===== src/rtl/fmul_pipe.sv =====
// Pipelined IEEE-754 binary32 multiplier: valid/ready backpressure, RNE rounding, FTZ, {nv,ovf,udf} flags.
// Three logical steps (unpack/multiply, normalise/sticky, round/pack) are spread over STAGES registers.
module fmul_pipe #(
  parameter int STAGES = 3,
  parameter bit FTZ    = 1'b1
) (
  input  logic        clk,
  input  logic        rstn,
  input  logic        in_valid,
  output logic        in_ready,
  input  logic [31:0] x1,
  input  logic [31:0] x2,
  output logic        out_valid,
  input  logic        out_ready,
  output logic [31:0] y,
  output logic [2:0]  flags
);
  typedef enum logic [1:0] {CLS_NUM, CLS_NAN, CLS_INF, CLS_ZERO} cls_e;

  typedef struct packed {
    logic              sgn;
    cls_e              cls;
    logic signed [9:0] exp;
    logic [47:0]       prod;
  } s1_t;

  typedef struct packed {
    logic              sgn;
    cls_e              cls;
    logic signed [9:0] exp;
    logic [23:0]       man;
    logic              grd;
    logic              stk;
  } s2_t;

  typedef struct packed {
    logic [31:0] y;
    logic [2:0]  flags;
  } res_t;

  if (STAGES < 1 || STAGES > 4) begin : g_bad_stages
    $error("fmul_pipe: STAGES must be in 1..4");
  end
  if (FTZ != 1'b1) begin : g_bad_ftz
    $error("fmul_pipe: FTZ=0 is reserved");
  end

  // Exponent field 0 reads as signed zero whatever the fraction holds.
  function automatic s1_t f_unpack(input logic [31:0] a, input logic [31:0] b);
    s1_t  s;
    logic a_zero, b_zero, a_inf, b_inf, a_nan, b_nan;
    a_zero = (a[30:23] == 8'h00);
    b_zero = (b[30:23] == 8'h00);
    a_inf  = (a[30:23] == 8'hFF) && (a[22:0] == 23'd0);
    b_inf  = (b[30:23] == 8'hFF) && (b[22:0] == 23'd0);
    a_nan  = (a[30:23] == 8'hFF) && (a[22:0] != 23'd0);
    b_nan  = (b[30:23] == 8'hFF) && (b[22:0] != 23'd0);
    s.sgn  = a[31] ^ b[31];
    s.exp  = $signed({2'b00, a[30:23]}) + $signed({2'b00, b[30:23]}) - 10'sd127;
    s.prod = 48'({~a_zero, a[22:0]}) * 48'({~b_zero, b[22:0]});
    if (a_nan || b_nan || (a_inf && b_zero) || (b_inf && a_zero)) s.cls = CLS_NAN;
    else if (a_inf || b_inf)                                       s.cls = CLS_INF;
    else if (a_zero || b_zero)                                     s.cls = CLS_ZERO;
    else                                                           s.cls = CLS_NUM;
    return s;
  endfunction

  function automatic s2_t f_norm(input s1_t p);
    s2_t s;
    s.sgn = p.sgn;
    s.cls = p.cls;
    if (p.prod[47]) begin
      s.exp = p.exp + 10'sd1;
      s.man = p.prod[47:24];
      s.grd = p.prod[23];
      s.stk = |p.prod[22:0];
    end else begin
      s.exp = p.exp;
      s.man = p.prod[46:23];
      s.grd = p.prod[22];
      s.stk = |p.prod[21:0];
    end
    return s;
  endfunction

  function automatic res_t f_round(input s2_t p);
    res_t              r;
    logic [24:0]       m;
    logic signed [9:0] e;
    logic              inc;
    inc = p.grd & (p.stk | p.man[0]);
    m   = {1'b0, p.man} + {24'd0, inc};
    e   = p.exp;
    if (m[24]) e = e + 10'sd1;
    r.y     = {p.sgn, e[7:0], (m[24] ? m[23:1] : m[22:0])};
    r.flags = 3'b000;
    case (p.cls)
      CLS_NAN: begin
        r.y     = 32'h7FC0_0000;
        r.flags = 3'b100;
      end
      CLS_INF:  r.y = {p.sgn, 8'hFF, 23'd0};
      CLS_ZERO: r.y = {p.sgn, 31'd0};
      default: begin
        if (e >= 10'sd255) begin
          r.y     = {p.sgn, 8'hFF, 23'd0};
          r.flags = 3'b010;
        end else if (e <= 10'sd0) begin
          r.y     = {p.sgn, 31'd0};
          r.flags = 3'b001;
        end
      end
    endcase
    return r;
  endfunction

  logic              adv;
  logic [STAGES:1]   vld_pipe_d, vld_pipe_q;
  s1_t               s1_c;
  s2_t               s2_c;
  res_t              rnd_c, out_c, res_d, res_q;

  // All stages move together; a stalled output freezes the whole pipe.
  assign out_valid = vld_pipe_q[STAGES];
  assign in_ready  = !out_valid || out_ready;
  assign adv       = in_ready;
  assign s1_c      = f_unpack(x1, x2);

  always_comb begin
    vld_pipe_d = vld_pipe_q;
    if (adv) begin
      vld_pipe_d    = vld_pipe_q << 1;
      vld_pipe_d[1] = in_valid;
    end
  end

  always_ff @(posedge clk or negedge rstn)
    if (!rstn) vld_pipe_q <= '0;
    else       vld_pipe_q <= vld_pipe_d;

  if (STAGES >= 2) begin : g_s1_reg
    s1_t s1_d, s1_q;
    always_comb s1_d = adv ? s1_c : s1_q;
    always_ff @(posedge clk or negedge rstn)
      if (!rstn) s1_q <= '0;
      else       s1_q <= s1_d;
    assign s2_c = f_norm(s1_q);
  end else begin : g_s1_comb
    assign s2_c = f_norm(s1_c);
  end

  if (STAGES >= 3) begin : g_s2_reg
    s2_t s2_d, s2_q;
    always_comb s2_d = adv ? s2_c : s2_q;
    always_ff @(posedge clk or negedge rstn)
      if (!rstn) s2_q <= '0;
      else       s2_q <= s2_d;
    assign rnd_c = f_round(s2_q);
  end else begin : g_s2_comb
    assign rnd_c = f_round(s2_c);
  end

  // A fourth stage only retimes the packed result ahead of the output register.
  if (STAGES == 4) begin : g_s3_reg
    res_t s3_d, s3_q;
    always_comb s3_d = adv ? rnd_c : s3_q;
    always_ff @(posedge clk or negedge rstn)
      if (!rstn) s3_q <= '0;
      else       s3_q <= s3_d;
    assign out_c = s3_q;
  end else begin : g_s3_comb
    assign out_c = rnd_c;
  end

  always_comb res_d = adv ? out_c : res_q;

  always_ff @(posedge clk or negedge rstn)
    if (!rstn) res_q <= '0;
    else       res_q <= res_d;

  assign y     = res_q.y;
  assign flags = res_q.flags;
endmodule


===== config.mk =====
export PLATFORM = sky130hd
export DESIGN_NAME = fmul_pipe
export DESIGN_NICKNAME = d
export VERILOG_FILES = /design/src/rtl/fmul_pipe.sv
export SDC_FILE = /design/constraint.sdc
export NUM_CORES = 2
export LEC_CHECK = 0
export BUFFER_PORTS_ARGS = -buffer_cell sky130_fd_sc_hd__buf_2
export CAP_MARGIN = 15
export CORE_MARGIN = 1
export CORE_UTILIZATION = 59
export DETAILED_ROUTE_END_ITERATION = 12
export PLACE_DENSITY = 0.8
export SLEW_MARGIN = 20
export SYNTH_ARGS = -nofsm -noshare
export SYNTH_HDL_FRONTEND = slang
export SYNTH_SLANG_ARGS = --single-unit

===== constraint.sdc =====
create_clock -name clk -period 3.1 [get_ports clk]
set_clock_uncertainty 0.15 [all_clocks]
set_input_delay 0.465 -clock clk [delete_from_list [all_inputs] [get_ports clk]]
set_output_delay 0.465 -clock clk [all_outputs]
set_load 0.005 [all_outputs]

==> run metrics <==
worst path required time=3300 ps; Worst slew margin=37.6%; core box area=43100 um^2; fill cell count=2764; synthesis-to-finish area growth=25.1%; Clock transition at path regs=60 ps; Vias/cell=5.68; DIE AREA=44600 um^2; met3 wire len=6040 um; most numerous cell on the critical path=fa_1; final worst path period share=215%; top cells by area, synth=fa_1, dfrtp_1, ha_1, inv_1, nand2_1; Worst Hold Class=in2reg; Worst Tran Pin Value=937 ps; final net count=4028; drt pass-1 iters=10; largest net degree at the start of global routing=159; vias in the first global route=23628; global route overflow=0; synthesized cell area=25800 um^2; final setup margin=-3550 ps; DRT Wirelength=75000 um; hold depth=3; initial DRC count=1674; Slew Viols, Final=0; antenna violations before repair=0; TritonCTS Buffers=17; Skew-Pair Late Insertion Delay=430 ps; CTS sink cnt=138; root buffer cell=clkbuf_16; Initial Utilization=59.9%; sequential fraction of the synthesis area=13.4%; RSZ-0062 raised after global routing=yes; CP peak stage delay=560 ps; Hold EP=vld_pipe_q[1]$_DFFE_PN0P_; Die W=211 um; synth warn=0; wire length on met2=38200 um; Synth Area per Inst=8.89 um^2; FF-to-FF Start=g_s2_reg.s2_q[1]$_DFFE_PN0P_; worst slack at placement=-4220 ps; Yosys top cell by area=fa_1; syn_nets=3651; worst reg-to-reg path cell count=14; crit-path max FO=6; Via Count=22032; final setup violation count=47; fmax=150 MHz; Max Cap Violations=0; most common library cell in the layout ignoring fill and taps=inv_1; Setup CP Type=in2reg; Worst Hold Launch=in_valid; # rows=76; status=finished, violations left; Post-Syn Instances=2903; WL met1=27800 um; CTS max path bufs=2; failing checks=setup timing; Yosys top cell area share=37.5%; first-pass GRT wire length=117000 um; Final Hold Fails=0; ANT cells=0; Critical Path Sink Type=flop; FF+latch area=3450 um^2; # DRC=0; clock period minus worst slack=6650 ps; remaining antenna violation count after routing=0; multi-input logic area=21100 um^2; Routed WL per cell=19.3 um; number of synthesized flops with an enable pin=0; # IOs=105; CP max stage cell=fa_2; die height=211 um; TritonCTS clock tree=done; share of cells above drive strength 1=24.6%; number of buffers added on ports=104; dpl cells=3784; CP startpoint=x2[27]; Reg-to-Reg End=y[16]$_DFFE_PN0P_; fin cells=3878; Critical Path Start Type=input pin; GRT Total Usage=33.6%; Netlist cell types=80; commonest cells after routing, fill and taps aside=inv_1, nand2_1, fa_1; top sig layer=met4; flop2flop setup slack=-20 ps; DP Wirelength=58200 um; Top FF cell, synth=dfrtp_1; FF+latch count, synth=138; Critical Path AT=6850 ps; H-tree lvl count=4; Post-synth ARST share=100%; GPL Wtd Cong=1.00
synth_stat cells, drive strengths merged, types with 36 or more instances:
cell type  number
dfrtp         138
ha            197
nor2           81
inv           545
and2          236
a21oi          88
fa            483
clkbuf        140
o21ai         100
xor2           36
nand2         521
xnor2          48
cell type report:
cell class	instances	share of cell area [%]
clock buffer	23	1.51
clock inverter	9	0.353
inverter	546	6.35
multi-input combinational	2068	65.5
sequential	138	10.7
tap	585	2.27
timing repair buffer	509	13.3
repair_timing:
item	in CTS	in global routing
pin swaps	107	108
buffers inserted	35	35
setup endpoints to repair	70	75
endpoints found under the hold margin	59	0
hold buffers	1	0
gates resized for setup	213	134
routing by layer:
layer,GRT usage (%),vias up
li1,-,9629
met1,41.6,11041
met2,57.6,1087
met3,6.62,275
met4,13.5,0
met5,0,-
worst max-delay path: cells and delay by family:
kind / cells / cell delay [ps]
AOI/OAI and AO/OA: 3 / 620
xor gates and xnor gates: 1 / 120
adders and majority gates: 8 / 3660
buffers and inverters: 8 / 880
and+or+nand+nor: 8 / 1110
flip-flops by register name, summed over array words and instances (netlist names):
register       flops
vld_pipe_q         3
g_s2_reg.s2_q     39
y                 32
g_s1_reg.s1_q     61
flags              3
kinds of logic (layout without fill, tap and decap cells):
| family | Yosys count | after routing | synth area share [%] |
|---|---|---|---|
| xor+xnor | 84 | 84 | 2.85 |
| buf+inv | 697 | 1087 | 10.3 |
| mux | 29 | 29 | 1.13 |
| simple gates | 985 | 985 | 18.3 |
| compound gates | 290 | 290 | 7.03 |
| fa+ha+maj | 680 | 680 | 47.0 |
| flops | 138 | 138 | 13.4 |
metrics by stage:
stage / TNS, ps / cell area, um^2 / util, % / hold WS [ps]
2_1_floorplan: -114640 / 26800 / - / 19.4
3_3_place_gp: -143820 / 29700 / 68.9 / 295
3_5_place_dp: -149230 / 29700 / 68.9 / 307
4_1_cts: -118940 / 31500 / 73.0 / 99.0
5_1_grt: -131090 / 32300 / 74.9 / 145
6_report: -123940 / 32300 / 74.9 / 114
worst max path at each step:
stage                                               end  slack, ps
after floorplan           g_s1_reg.s1_q[45]$_DFFE_PN0P_      -3700
after global placement    g_s1_reg.s1_q[43]$_DFFE_PN0P_      -4030
after detailed placement  g_s1_reg.s1_q[47]$_DFFE_PN0P_      -4220
after CTS                 g_s1_reg.s1_q[47]$_DFFE_PN0P_      -3530
after global routing      g_s1_reg.s1_q[47]$_DFFE_PN0P_      -3740
final                     g_s1_reg.s1_q[39]$_DFFE_PN0P_      -3550
Power is not shown: default switching activity piles up to over one toggle a cycle in this logic, so the estimate is an artifact.
